**src/rtl/fwd_pkg.sv**
```systemverilog
// Shared types and defaults for the forwarding mux pipeline: buffer state encoding,
// default widths and the select-width helper.
package fwd_pkg;

  localparam int DEF_DATA_W  = 32;
  localparam int DEF_NUM_SRC = 3;

  typedef enum logic [1:0] {
    ST_EMPTY = 2'd0,
    ST_ONE   = 2'd1,
    ST_TWO   = 2'd2
  } buf_state_t;

  // A single source bit is still needed when NUM_SRC is 2.
  function automatic int sel_width(input int n);
    return (n > 2) ? $clog2(n) : 1;
  endfunction

endpackage

```
**src/rtl/mux_nto1.sv**
```systemverilog
// Combinational N-to-1 operand selector; out-of-range selects fall back to source 0.
// Zero latency, no flow control.
module mux_nto1
  import fwd_pkg::*;
#(
  parameter int DATA_W  = DEF_DATA_W,
  parameter int NUM_SRC = DEF_NUM_SRC,
  localparam int SEL_W  = sel_width(NUM_SRC)
) (
  input  logic [NUM_SRC*DATA_W-1:0] i_data,
  input  logic [SEL_W-1:0]          i_sel,
  output logic [DATA_W-1:0]         o_data
);

  always_comb begin
    o_data = i_data[DATA_W-1:0];
    for (int k = 1; k < NUM_SRC; k++) begin
      if (i_sel == SEL_W'(k)) begin
        o_data = i_data[k*DATA_W +: DATA_W];
      end
    end
  end

endmodule

```
**src/rtl/fwd_mux_pipe.sv**
```systemverilog
// Operand select feeding a 2-entry skid buffer: 1-cycle latency, in_ready drops (registered)
// when both entries are held. Optional sticky bad-select flag under FWD_MUX_SEL_ERR_EN.
module fwd_mux_pipe
  import fwd_pkg::*;
#(
  parameter int DATA_W  = DEF_DATA_W,
  parameter int NUM_SRC = DEF_NUM_SRC,
  localparam int SEL_W  = sel_width(NUM_SRC)
) (
  input  logic                      clk,
  input  logic                      rst_n,
  input  logic [NUM_SRC*DATA_W-1:0] in_data,
  input  logic [SEL_W-1:0]          in_sel,
  input  logic                      in_valid,
  output logic                      in_ready,
  output logic [DATA_W-1:0]         out_data,
  output logic                      out_valid,
  input  logic                      out_ready,
  input  logic                      flush,
  output logic                      sel_err
);

  buf_state_t        r_state;
  buf_state_t        w_state_nxt;
  logic [DATA_W-1:0] r_head;
  logic [DATA_W-1:0] r_skid;
  logic              r_in_rdy;
  logic [DATA_W-1:0] w_sel_dat;
  logic              w_push;
  logic              w_pop;

  mux_nto1 #(
    .DATA_W  (DATA_W),
    .NUM_SRC (NUM_SRC)
  ) u_mux (
    .i_data (in_data),
    .i_sel  (in_sel),
    .o_data (w_sel_dat)
  );

  // A push coinciding with flush is dropped, so it never counts as accepted.
  assign w_push    = in_valid & r_in_rdy & ~flush;
  assign w_pop     = out_valid & out_ready;
  assign out_valid = (r_state != ST_EMPTY);
  assign out_data  = r_head;
  assign in_ready  = r_in_rdy;

  always_comb begin
    w_state_nxt = r_state;
    if (flush) begin
      w_state_nxt = ST_EMPTY;
    end else begin
      case (r_state)
        ST_EMPTY: if (w_push) w_state_nxt = ST_ONE;
        ST_ONE: begin
          if (w_push && !w_pop)      w_state_nxt = ST_TWO;
          else if (!w_push && w_pop) w_state_nxt = ST_EMPTY;
        end
        ST_TWO:   if (w_pop) w_state_nxt = ST_ONE;
        default:  w_state_nxt = ST_EMPTY;
      endcase
    end
  end

  always_ff @(posedge clk or negedge rst_n) begin
    if (!rst_n) begin
      r_state  <= ST_EMPTY;
      r_in_rdy <= 1'b0;
    end else begin
      r_state  <= w_state_nxt;
      r_in_rdy <= (w_state_nxt != ST_TWO);
    end
  end

  // Head always holds the oldest entry; the skid slot only fills while head is stalled.
  always_ff @(posedge clk or negedge rst_n) begin
    if (!rst_n) begin
      r_head <= '0;
      r_skid <= '0;
    end else if (!flush) begin
      case (r_state)
        ST_EMPTY: if (w_push) r_head <= w_sel_dat;
        ST_ONE: begin
          if (w_push && w_pop) r_head <= w_sel_dat;
          else if (w_push)     r_skid <= w_sel_dat;
        end
        ST_TWO:   if (w_pop) r_head <= r_skid;
        default:  ;
      endcase
    end
  end

`ifdef FWD_MUX_SEL_ERR_EN
  localparam logic [SEL_W:0] LP_NUM_SRC = (SEL_W+1)'(NUM_SRC);
  logic r_sel_err;

  always_ff @(posedge clk or negedge rst_n) begin
    if (!rst_n) begin
      r_sel_err <= 1'b0;
    end else if (w_push && ({1'b0, in_sel} >= LP_NUM_SRC)) begin
      r_sel_err <= 1'b1;
    end
  end

  assign sel_err = r_sel_err;
`else
  assign sel_err = 1'b0;
`endif

endmodule

```
**config.mk**
```make
export PLATFORM = sky130hd
export DESIGN_NAME = fwd_mux_pipe
export DESIGN_NICKNAME = d
export VERILOG_FILES = /design/src/rtl/fwd_pkg.sv /design/src/rtl/mux_nto1.sv /design/src/rtl/fwd_mux_pipe.sv
export SDC_FILE = /design/constraint.sdc
export NUM_CORES = 1
export LEC_CHECK = 0
export CORE_MARGIN = 2
export CORE_UTILIZATION = 25
export CTS_BUF_LIST = sky130_fd_sc_hd__clkbuf_16
export DETAILED_ROUTE_END_ITERATION = 6
export RECOVER_POWER = 100
export SLEW_MARGIN = 5
export SYNTH_ARGS = -nofsm -noshare
export SYNTH_HDL_FRONTEND = slang
export SYNTH_SLANG_ARGS = --single-unit
```
**constraint.sdc**
```tcl
create_clock -name clk -period 1.5 [get_ports clk]
set_input_delay 0.3 -clock clk [delete_from_list [all_inputs] [get_ports clk]]
set_output_delay 0.3 -clock clk [all_outputs]
set_load 0.05 [all_outputs]
```
==> qor.csv, run 1 <==
metric,value,unit
run status,finished with violations,
failing checks,negative setup slack,
CTS tree,done,
CP arrival,1780,ps
Netlist cell types,26,
gpl congestion,0.784,
Worst R2R Setup Slack,-70,ps
xor and xnor area share after synthesis,0.257,%
CTS sink cnt,67,
Root Driver,clkbuf_16,
number of nets still failing antenna checks after routing,0,
Compound-Gate Fraction of Synth Area,25.8,%
post-synthesis simple-gate area fraction,16.0,%
Core Area,13300,µm²
Max IR drop VDD,0.497,mV
final setup TNS,-2690,ps
die outline area,14600,µm²
Post-DP HPWL,7.36,mm
Nets,627,
Hold Path Class,in -> async,
Layout Skew,3.05,ps
critical path type,in -> reg,
area of the multi-input gates,1910,µm²
register area,1680,µm²
CP max stage cell,clkdlybuf4s50_1,
Critical Path Max Stage Delay,430,ps
area growth from synthesis to layout,70.3,%
most frequent cells in the layout,"clkdlybuf4s50_1 (97), nor2_1 (91), dfrtp_1 (66)",
cts bufs inserted,9,
Remaining DRCs,0,
PnR worst setup slack,-75.8,ps
Starting Density,25.7,%
total power after layout,7.34,mW
CP endpoint kind,register,
vias per cell,4.86,
Tmin final,1580,ps
Synth Area in Adders,0,%
DRT Pass-1 Iters,4,
Hold Buf Count CTS,0,
pwr/cell area,1260,nW/µm²
vias in the first global route,3528,
grt ovf,0,
Lkg Pwr,2.57,nW
Die X,121,µm
Ys Warns,0,
Cells after Synth,375,
fillers,1269,
max-cap violation count,0,
Avg Inst Size Synth,9.10,µm²
sequential-to-total area share from yosys stat,49.1,%
Fin Hold WS,232,ps
global-route wire length before repair,17.6,mm
all-layer global routing usage,15.2,%
Syn Nets,478,
routed wire length,11.9,mm
placement row count,42,
Placed Cells incl. Taps,679,
Final setup viols,52,
H-tree Lvls,3,
synthesized flop and latch total,67,
CTS max path bufs,2,
share of cells above drive strength 1,25.0,%
Boundary Pins,138,
Vias,3429,
"most common cell after layout, fill and taps aside",clkdlybuf4s50_1,
RSZ-0062 raised after global routing,true,
Max Slew Vio Count,0,
antenna diode instance count,0,
largest family of logic cells by synthesized area,compound AO/OA/AOI/OAI gates,
fin cells,705,
Final Hold Fails,0,
WL/cell,16.8,µm
Worst R2R Start,r_state[1],
clock latency on the worst-skew pair,320,ps
pin count of the biggest net entering global routing,68,
crit path launch type,input pin,
worst setup path start,out_ready,
cells along the critical path,"clkdlybuf4s50_1, nor2b_1, nand3b_1, buf_8, buf_12, mux2_4",
CP Max Fanout,8,
DR iter-0 viols,171,
Tightest Pin Transition,933,ps
fin crit share,105,%
"Reg clk slew, reported paths",60,ps
Achievable Freq,635,MHz
utilization after layout,43.7,%
PortBufs,136,
Slew HR,37.8,%
mux cell area share after synthesis,2.71,%
initial antenna violation count,0,
WP data required,1700,ps
synthesized area,3410,µm²
Die H,121,µm
[cell families (layout without fill, tap and decap cells)]
logic type                count (synthesis)  after routing
buffers and inverters                    33            187
AOI/OAI and AO/OA                       128            128
DFF                                      67             67
other                                     1              1
and+or+nand+nor                         136            136
xor gates and xnor gates                  1              1
muxes                                     9              9
[what timing repair did]
| action | in CTS | in global routing |
|---|---|---|
| buffers inserted | 2 | 1 |
| gates resized for setup | 14 | 67 |
| cloned | 2 | 5 |
| setup endpoints to repair | 53 | 63 |
| pin swaps | 1 | 7 |
[report_power, final]
group | internal (mW) | switching (mW) | total [mW]
logic | 1.03 | 1.54 | 2.57
clock network | 1.43 | 0.763 | 2.20
registers | 2.28 | 0.294 | 2.58
[cell type report]
| type | count | area share (%) |
|---|---|---|
| Clock buffer | 9 | 3.88 |
| Clock inverter | 7 | 1.44 |
| Inverter | 1 | 0.0646 |
| Multi-Input combinational cell | 275 | 32.9 |
| Sequential cell | 67 | 28.9 |
| Tap cell | 176 | 3.79 |
| Timing Repair Buffer | 170 | 29.0 |
[flip-flops by register name (all words and copies together) (netlist names)]
register	cells
in_ready	1
r_skid	32
out_data	32
r_state	2
[cells in the mapped netlist, drive strengths merged]
cell type	n	area share, %
nand2b	3	0.55
mux2i	7	2.1
inv	1	0.11
o41a	1	0.33
o21ai	30	4.4
nand2	34	3.7
o22ai	30	5.5
nand4bb	1	0.33
nand3b	1	0.22
dfrtp	67	49
nor2b	4	0.73
conb	1	0.11
and3b	1	0.26
xor2	1	0.26
a22o	30	7.7
nor2	91	10
a21oi	5	0.73
buf	27	5.3
a211o	1	0.26
mux2	2	0.66
or2	1	0.18
o22a	1	0.26
o31ai	30	6.6
clkbuf	5	0.55
[per-stage QoR]
stage	instance area (µm²)	setup slack, ps
2_1_floorplan	3420	-85.6
3_3_place_gp	5440	-412
3_5_place_dp	5440	-465
4_1_cts	5850	-77.0
5_1_grt	5810	-113
6_report	5810	-75.8
[worst max-delay path: cells and delay by family]
family                 cells  cell delay [ps]
AND/OR/NAND/NOR            2              430
multiplexers               1              290
buffers and inverters      3              760
[layer usage]
layer | GRT usage (%) | routed length (µm)
met4 | 3.49 | 110
met1 | 18.8 | 5190
met3 | 3.44 | 559
met2 | 26.6 | 6000
met5 | 0 | 0
[final timing paths]
check                              end  depth (start not counted)
setup / recovery            r_skid[31]                          6
hold / removal             out_data[3]                          2
setup reg to reg           out_data[5]                          3
hold reg to reg             r_skid[26]                          2
max in group asynchronous     in_ready                          2
min in group clk            r_state[0]                          2
Note: power is estimated with default switching activity, not from simulation.
==> run 2: changes to the inputs <==
--- a/config.mk
+++ b/config.mk
@@ -10,7 +10,6 @@
 export CTS_BUF_LIST = sky130_fd_sc_hd__clkbuf_16
 export DETAILED_ROUTE_END_ITERATION = 6
 export RECOVER_POWER = 100
-export SLEW_MARGIN = 5
 export SYNTH_ARGS = -nofsm -noshare
 export SYNTH_HDL_FRONTEND = slang
 export SYNTH_SLANG_ARGS = --single-unit
==> results of run 2 <==
Final layout, timing and power as in run 1 (identical DEF).
